File: src/rtl/mem_arbiter_pkg.sv
// Shared types and constants for the two-port memory arbiter.
package mem_arbiter_pkg;

   typedef enum logic {
      StIdle,
      StBusy
   } state_e;

   localparam logic PORT0 = 1'b0;
   localparam logic PORT1 = 1'b1;

   localparam int unsigned MaxBurstDefault = 4;
   localparam int unsigned CntW            = 4;

endpackage

File: src/rtl/mem_arbiter_rr_pick.sv
// Two-way round-robin selector: the lone requester wins, a tie goes to the port not served last.
module mem_arbiter_rr_pick
   import mem_arbiter_pkg::*;
(
   input  logic req0_i,
   input  logic req1_i,
   input  logic last_i,
   output logic pick_o
);

   always_comb begin
      if (req0_i && req1_i) begin
         pick_o = (last_i == PORT0) ? PORT1 : PORT0;
      end else begin
         pick_o = req1_i ? PORT1 : PORT0;
      end
   end

endmodule

File: src/rtl/mem_arbiter.sv
// Two-port round-robin arbiter onto one shared memory, with a bounded burst per owner.
module mem_arbiter
   import mem_arbiter_pkg::*;
#(
   parameter int unsigned MAX_BURST = MaxBurstDefault
) (
   input  logic        clk,
   input  logic        reset,
   input  logic        req0,
   input  logic        req1,
   input  logic        we0,
   input  logic        we1,
   input  logic [31:0] adr0,
   input  logic [31:0] adr1,
   input  logic [31:0] wd0,
   input  logic [31:0] wd1,
   output logic        gnt0,
   output logic        gnt1,
   output logic [31:0] rd0,
   output logic [31:0] rd1,
   output logic        rvalid0,
   output logic        rvalid1,
   output logic        mem_we,
   output logic [31:0] mem_a,
   output logic [31:0] mem_wd,
   input  logic [31:0] mem_rd
);

   localparam logic [CntW-1:0] MaxCnt = CntW'(MAX_BURST);

   state_e            state_q, state_d;
   logic              owner_q, owner_d;
   logic              last_q, last_d;
   logic [CntW-1:0]   cnt_q, cnt_d;
   logic [31:0]       rd0_q, rd0_d, rd1_q, rd1_d;
   logic              rvalid0_q, rvalid0_d, rvalid1_q, rvalid1_d;

   logic              busy, req_own, req_oth, we_own, xfer, burst_done, pick;
   logic [CntW-1:0]   cnt_inc;

   assign busy    = (state_q == StBusy);
   assign req_own = (owner_q == PORT1) ? req1 : req0;
   assign req_oth = (owner_q == PORT1) ? req0 : req1;
   assign we_own  = (owner_q == PORT1) ? we1  : we0;
   assign xfer    = busy & req_own;

   // Saturate so a long solo burst still yields as soon as the other port asks.
   assign cnt_inc    = (cnt_q >= MaxCnt) ? MaxCnt : cnt_q + 1'b1;
   assign burst_done = xfer & (cnt_inc == MaxCnt);

   mem_arbiter_rr_pick u_rr_pick (
      .req0_i (req0),
      .req1_i (req1),
      .last_i (last_q),
      .pick_o (pick)
   );

   always_comb begin
      state_d = state_q;
      owner_d = owner_q;
      last_d  = last_q;
      cnt_d   = cnt_q;
      unique case (state_q)
         StIdle: begin
            if (req0 || req1) begin
               state_d = StBusy;
               owner_d = pick;
               cnt_d   = '0;
            end
         end
         StBusy: begin
            if (!req_own || (burst_done && req_oth)) begin
               last_d = owner_q;
               cnt_d  = '0;
               if (req_oth) begin
                  owner_d = ~owner_q;
               end else begin
                  state_d = StIdle;
               end
            end else if (xfer) begin
               cnt_d = cnt_inc;
            end
         end
         default: state_d = StIdle;
      endcase
   end

   always_comb begin
      rvalid0_d = xfer & ~we_own & (owner_q == PORT0);
      rvalid1_d = xfer & ~we_own & (owner_q == PORT1);
      rd0_d     = rvalid0_d ? mem_rd : rd0_q;
      rd1_d     = rvalid1_d ? mem_rd : rd1_q;
   end

   always_ff @(posedge clk) begin
      if (reset) begin
         state_q   <= StIdle;
         owner_q   <= PORT0;
         last_q    <= PORT1;
         cnt_q     <= '0;
         rd0_q     <= '0;
         rd1_q     <= '0;
         rvalid0_q <= 1'b0;
         rvalid1_q <= 1'b0;
      end else begin
         state_q   <= state_d;
         owner_q   <= owner_d;
         last_q    <= last_d;
         cnt_q     <= cnt_d;
         rd0_q     <= rd0_d;
         rd1_q     <= rd1_d;
         rvalid0_q <= rvalid0_d;
         rvalid1_q <= rvalid1_d;
      end
   end

   assign gnt0    = busy & (owner_q == PORT0);
   assign gnt1    = busy & (owner_q == PORT1);
   assign rd0     = rd0_q;
   assign rd1     = rd1_q;
   assign rvalid0 = rvalid0_q;
   assign rvalid1 = rvalid1_q;
   assign mem_we  = xfer & we_own & ~reset;
   assign mem_a   = busy ? ((owner_q == PORT1) ? adr1 : adr0) : 32'h0;
   assign mem_wd  = busy ? ((owner_q == PORT1) ? wd1 : wd0) : 32'h0;

endmodule

File: config.mk
export PLATFORM = sky130hd
export DESIGN_NAME = mem_arbiter
export DESIGN_NICKNAME = d
export VERILOG_FILES = /design/src/rtl/mem_arbiter_pkg.sv /design/src/rtl/mem_arbiter_rr_pick.sv /design/src/rtl/mem_arbiter.sv
export SDC_FILE = /design/constraint.sdc
export NUM_CORES = 1
export LEC_CHECK = 0
export ABC_AREA = 1
export BUFFER_PORTS_ARGS = -buffer_cell sky130_fd_sc_hd__buf_4
export CAP_MARGIN = 5
export CORE_AREA = 2 2 115 117
export CTS_BUF_LIST = sky130_fd_sc_hd__clkbuf_8
export DETAILED_ROUTE_END_ITERATION = 6
export DIE_AREA = 0 0 117 119
export PLACE_DENSITY_LB_ADDON = 0.15
export SETUP_SLACK_MARGIN = 0.02
export SYNTH_ARGS = -nofsm -noshare
export SYNTH_HDL_FRONTEND = slang
export SYNTH_SLANG_ARGS = --single-unit
File: constraint.sdc
create_clock -name clk -period 1.2 [get_ports clk]
set_input_delay 0.06 -clock clk [delete_from_list [all_inputs] [get_ports clk]]
set_output_delay 0.06 -clock clk [all_outputs]
set_load 0.01 [all_outputs]
==> metrics, run 1 <==
outcome=complete, but fails checks; failing checks=setup timing; final period utilization=137%; WHS Endpoint=owner_q; Seq cells post-synth=73; die width=about 120 um; most frequent cell after synthesis=nand2_1; Min-Delay Path Class=in2reg; Worst Hold Depth=4; slowest CP cell=dfxtp_4; Hold Fails Final Rpt=0; Post-DRT Antenna Nets=0; R2R setup slack=-0.31 ns; Clk pin slew, worst setup/hold paths=approximately 0.08 ns; CP arrival=approximately 1.6 ns; Syn Area/Cell=7.96 um2; Worst Path Class, Setup=reg2out; MaxCap Viol Count=0; hold path startpoint=reset; Worst path most repeated cell=buf_4; main flop type after synthesis=dfxtp_1; CTS buffer count=9; Adder-Cell Fraction of Synth Area=less than 1%; Remaining DRCs=0; Die Area=13900 um2; crit-path max cell delay=about 0.38 ns; Worst Setup Start Kind=flop; Max Clock Skew=0.00911 ns; gr usage total=26.5%; Core Region=approximately 13000 um2; Routed wire per std cell=roughly 21 um; Commonest cells post-synth=nand2_1 (82), dfxtp_1 (73), nand3_1 (70); maximum clock frequency=roughly 0.61 GHz; Syn Inst Count=between 400 and 500; TritonRoute pass-1 iters=4; IO Count=between 200 and 300; Power, Total=around 7.3 mW; HPWL after DPL=12900 um; main combinational cell family by area after synthesis=compound AO/OA/AOI/OAI gates; register area=between 1000 and 1500 um2; via count=4882; Cell Area, Synth=3420 um2; Clk Tree Root Cell=clkbuf_8; worst path required time=approximately 1.1 ns; first-pass GRT wire length=between 20000 and 30000 um; post-synthesis sequential area ratio=approximately 43%; Max Buffers Root-to-Sink=2; Crit Path Max Fanout=14; Compound-Gate Fraction of Synth Area=about 27%; routed wire length=~21000 um; CTS Sinks=73; RR Startpoint=owner_q; Syn. warnings=0; initial antenna violation count=4; largest net degree at the start of global routing=34; worst path buffer plus inverter count=4; worst setup margin=-0.445 ns; H-tree levels=3; Post-layout nets=between 900 and 1000; Iter 0 DRT Violations=between 200 and 250; worst skew pair latency=approximately 0.35 ns; path depth of the worst reg2reg path=8; layout cells sized above 1=between 60 and 70%; synth unique cells=18; Leak=3.57 nW; Vias/cell=4.95; CTS tree=done; synthesis-to-finish area growth=142%; Fin Hold WS=0.106 ns; total gr overflow=0; relative slew slack=between 70% and 80%; RSZ-0062 raised after global routing=yes; Yosys top cell by area=dfxtp_1; die height=~120 um; fillcell total=between 1000 and 1500; Slew Viols, Final=0; Async SR Flop Fraction=0%; Synth Area in Simple Gates=a little over a fifth; initial core utilization=between 20% and 30%; crit-path cells=buf_6 > nor2_4 > buf_4 > buf_12 > a22o_1 > buf_4; # rows=42; Port Buf Inserts=between 200 and 300; VDD IR-drop max=0.000651 V; Synth area leaders=dfxtp_1 (43%), a22o_1 (16%), nand3_1 (10%); placer congestion estimate=between 0.8 and 0.9; Power Density=876 nW/um2; xor/xnor cell area share of the yosys netlist=0%; EDFF count, synth=0; Final min period=roughly 1.6 ns; transition time at the pin with the least slew margin=between 0.3 and 0.4 ns; vias in the first global route=between 4000 and 5000; syn_nets=597; multi-input logic area=roughly 2600 um2; Crit. End Element=output port; # setup viols final=about 140; delay-heaviest family, CP=buffers and inverters; top-area cell type share of the netlist area=42.7%; mux contribution to synthesized area=0%; capturing point of the worst reg2reg path=rd0[13]
## tightest hold or removal path, cell delays in order
cell     delay, ns
buf_4         0.12
inv_1         0.12
nand2_1       0.09
nor2_1        0.03
## final cells by class
cell class	count	share of cell area, %
flip-flops and latches	73	17.8
clock inverters	6	0.513
well taps	176	2.66
clock buffers	10	1.66
inverters	10	0.604
repair buffers	401	45.7
multi-input cells	305	31.0
diodes	5	0.151
## registers in the layout (all words and copies together) (netlist names)
signal / cells
owner_q: 1
busy: 1
rd0: 32
rvalid1: 1
rd1: 32
last_q: 1
cnt_q: 4
rvalid0: 1
## worst max path at each step
stage / from / endpoint / slack [ns] / cells after the start
global route: owner_q / mem_wd[15] / -0.51 / 6
global placement: owner_q / mem_we / -0.17 / 6
CTS: owner_q / mem_wd[11] / -0.44 / 6
floorplan: owner_q / rd0[22] / 0.01 / 7
detailed placement: owner_q / rd1[15] / -0.21 / 7
finish: owner_q / mem_a[30] / -0.45 / 6
## cell usage in the layout (no fill, tap or decap), types with 19 or more instances in the layout
cell	netlist	routed
dlygate4sd3_1	0	35
a22o_1	64	64
nand3_2	0	34
buf_6	5	21
buf_4	0	303
nand2_2	3	33
nand3_1	70	25
a21oi_2	0	51
buf_12	0	19
dfxtp_1	73	69
nand2_1	82	21
nand2_4	0	29
## metrics by stage
stage / TNS [ns] / instance area (um2) / setup WS (ns) / util (%) / cells
3_3_place_gp: -17.00 / 5920 / -0.168 / 46.0 / 886
5_1_grt: -50.39 / 8280 / -0.513 / 64.3 / 981
2_1_floorplan: 0 / 3440 / 0.0144 / - / 430
3_5_place_dp: -19.63 / 5920 / -0.210 / 46.0 / 886
4_1_cts: -44.63 / 7620 / -0.438 / 59.2 / 970
6_report: -43.02 / 8290 / -0.445 / 64.4 / 986
## cell families (layout without fill, tap and decap cells)
group / Yosys count / count (layout)
simple gates: 167 / 167
compound gates: 137 / 137
flops: 73 / 73
buf+inv: 52 / 427
fa+ha+maj: 1 / 1
other cells: 0 / 5
## layer usage
metal	wire, um	track usage, %	vias to the layer above
met4	415	7.43	2
met2	10600	44.6	209
met1	7980	32.5	2358
li1	-	-	2289
met5	13	0	-
met3	1770	8.04	24
## report_power, final
| part | internal, mW | switching [mW] | total, mW |
|---|---|---|---|
| logic | 1.60 | 1.28 | 2.88 |
| clock network | 0.812 | 1.01 | 1.82 |
| registers | 2.49 | 0.0694 | 2.56 |
| total | 4.90 | 2.36 | 7.26 |
## timing repair
| item | 4_1_cts | 5_1_grt |
|---|---|---|
| hold buffers | 35 | 0 |
| buffers inserted | 15 | 13 |
| resized for setup | 138 | 156 |
| hold endpoints to repair | 65 | 0 |
| cloned | 18 | 8 |
| setup endpoints to repair | 138 | 137 |
| pin swaps | 39 | 50 |
Note: power is estimated with default switching activity, not from simulation.
==> run 2: changes to the inputs <==
- TNS_END_PERCENT: not set -> 20
==> metrics, run 2 (synthesized netlist as in run 1, its figures left out) <==
outcome=complete, but fails checks; failing checks=setup timing; gr usage total=23.7% (-2.8 points); maximum clock frequency=0.614 GHz (+1.1%); Leak=3.38 nW (-5.4%); first-pass GRT wire length=24800 um (-9.7%); Core Region=12900 um2 (unchanged); cell-internal power=5.34 mW (+9.0%); Remaining DRCs=0 (unchanged); CTS buffer count=9 (unchanged); # setup viols final=137 (unchanged); placer congestion estimate=0.816 (-2.9%); Crit Path Max Fanout=8 (-6); path depth of the worst reg2reg path=8 (unchanged); commonest non-fill, non-tap cells in the layout=buf_4 (287), nand2_1 (75), dfxtp_1 (71), nand3_1 (69), a22o_1 (59); Worst path depth=7 (+1); CTS Sinks=73 (unchanged); Max Buffers Root-to-Sink=2 (unchanged); placed cell area=5970 um2 (+0.76%); Worst path most repeated cell=buf_6; final instance area=7300 um2 (-12%); post-place setup slack=-0.257 ns (-0.0474 ns); Fin Hold WS=0.0946 ns (-0.0114 ns); relative slew slack=76.6% (+3.1 points); Hold Fails Final Rpt=0 (unchanged); transition time at the pin with the least slew margin=0.352 ns (-0.0462 ns); WHS Endpoint=owner_q; Post-DRT Antenna Nets=0 (unchanged); die width=117 um (unchanged); crit-path cells=buf_6 > nor2_4 > buf_6 > buf_12 > buf_16 > a22o_1 > buf_6; vias in the first global route=4408 (-6.3%); RSZ-0062 raised after global routing=yes; Worst Hold Depth=4 (unchanged); switching part of the total power=27.8% (-4.7 points); worst setup margin=-0.428 ns (+0.0172 ns); VDD IR-drop max=0.000764 V (+17%); Port Buf Inserts=298 (unchanged); routed wire length=18400 um (-11%); placed cells=891 (+0.56%); Worst Path Class, Setup=reg2out; Routed wire per std cell=19.0 um (-9.7%); Vias/cell=4.96 (+0.17%); R2R setup slack=-0.32 ns (about the same); capturing point of the worst reg2reg path=rd0[18]; fillcell total=1189 (+16%); Combinational Power Share=33.6% (-6.0 points); CP arrival=1.57 ns (-0.02 ns); layout cells sized above 1=52.2% (-17 points); Power, Total=7.40 mW (+1.9%); Iter 0 DRT Violations=242 (+19%); Worst Setup Start Kind=flop; IO Count=299 (unchanged); sequential share of power=34.3% (-1.0 points); Crit. End Element=output port; Post-Layout Cell Count=971 (-1.5%); worst skew pair latency=0.35 ns (about the same); # rows=42 (unchanged); Core Util, Final=56.7% (-7.6 points); hold path startpoint=reset; final period utilization=136% (-1.4 points); commonest non-fill, non-tap cell in the layout=buf_4; Clk pin slew, worst setup/hold paths=0.07 ns (about the same); Clk pwr share=32.1% (+7.0 points); via count=4816 (-1.4%); HPWL after DPL=12900 um (+0.36%); Final min period=1.63 ns (-0.0172 ns); Clk Tree Root Cell=clkbuf_8; RR Startpoint=owner_q; TritonRoute pass-1 iters=4 (unchanged); final setup TNS=-41.72 ns (+1.31 ns); synthesis-to-finish area growth=113%; crit-path max cell delay=0.36 ns (-0.02 ns); MaxCap Viol Count=0 (unchanged); Power Density=1010 nW/um2 (+16%); delay-heaviest family, CP=buffers and inverters; Die Area=13900 um2 (unchanged); die height=119 um (unchanged); Max Clock Skew=0.00707 ns (-0.00204 ns); P_sw=2.06 mW (-13%); largest net degree at the start of global routing=44 (+29%); slowest CP cell=dfxtp_4; H-tree levels=3 (unchanged); initial antenna violation count=9 (+5); initial core utilization=26.6% (unchanged); CTS tree=done; Min-Delay Path Class=in2reg; total gr overflow=0 (unchanged); Post-layout nets=952 (-1.6%); worst path required time=1.14 ns (about the same); worst path buffer plus inverter count=5 (+1); Slew Viols, Final=0 (unchanged)
[run 2: cell types whose count changed in the layout (fill, tap and decap cells not counted), moves of 27 or more]
cell,previous run,this run
nand3_1,25,69
a21oi_2,51,18
nand2_1,21,75
a21oi_1,18,51
nand2_2,33,6
nand3_2,34,1
[run 2: worst max-delay path by stage]
stage / slack [ns] / start / to
after floorplan: 0.01 / owner_q / rd1[0]
after global placement: -0.17 / owner_q / mem_wd[9]
after detailed placement: -0.26 / owner_q / rd0[7]
after CTS: -0.44 / owner_q / mem_a[24]
after global routing: -0.51 / owner_q / mem_we
final: -0.43 / owner_q / mem_a[23]
[run 2: power groups by stage]
| stage | logic [mW] | registers (mW) | clock network, mW |
|---|---|---|---|
| after global routing | 2.62 | 2.55 | 2.52 |
| after floorplan | 0.786 | 2.61 | 0 |
| after global placement | 1.89 | 2.60 | 0 |
| after CTS | 2.36 | 2.54 | 2.42 |
| after detailed placement | 1.90 | 2.60 | 0 |
| final | 2.49 | 2.54 | 2.38 |
[run 2: per-layer routing]
layer	part of all wire [%]	track usage (%)
met1	38	27.1
met2	49	40.2
met3	11	9.62
met4	2.1	6.76
met5	0.29	0
[run 2: final cells by class]
class	count	area (um2)	area share, %
well taps	176	220	3.02
inverters	10	47.5	0.651
repair buffers	386	3430	47.0
clock inverters	6	106	1.46
diodes	5	12.5	0.171
flip-flops and latches	73	1470	20.1
multi-input cells	305	1880	25.7
clock buffers	10	138	1.88
[run 2: worst register-to-register path: stages (launching register included)]
cell	delay (ns)
dfxtp_4	0.36
buf_4	0.15
buf_4	0.14
buf_4	0.14
nor2_4	0.10
buf_6	0.13
buf_12	0.17
nand3_1	0.13
a21oi_2	0.13
[run 2: timing repair]
item                                   in CTS  in global routing
hold buffers                               35                  0
gates resized for setup                    66                 35
buffers inserted                           15                  1
cloned                                      5                  5
setup endpoints to repair                 138                138
pin swaps                                  56                 32
endpoints found under the hold margin      66                  0
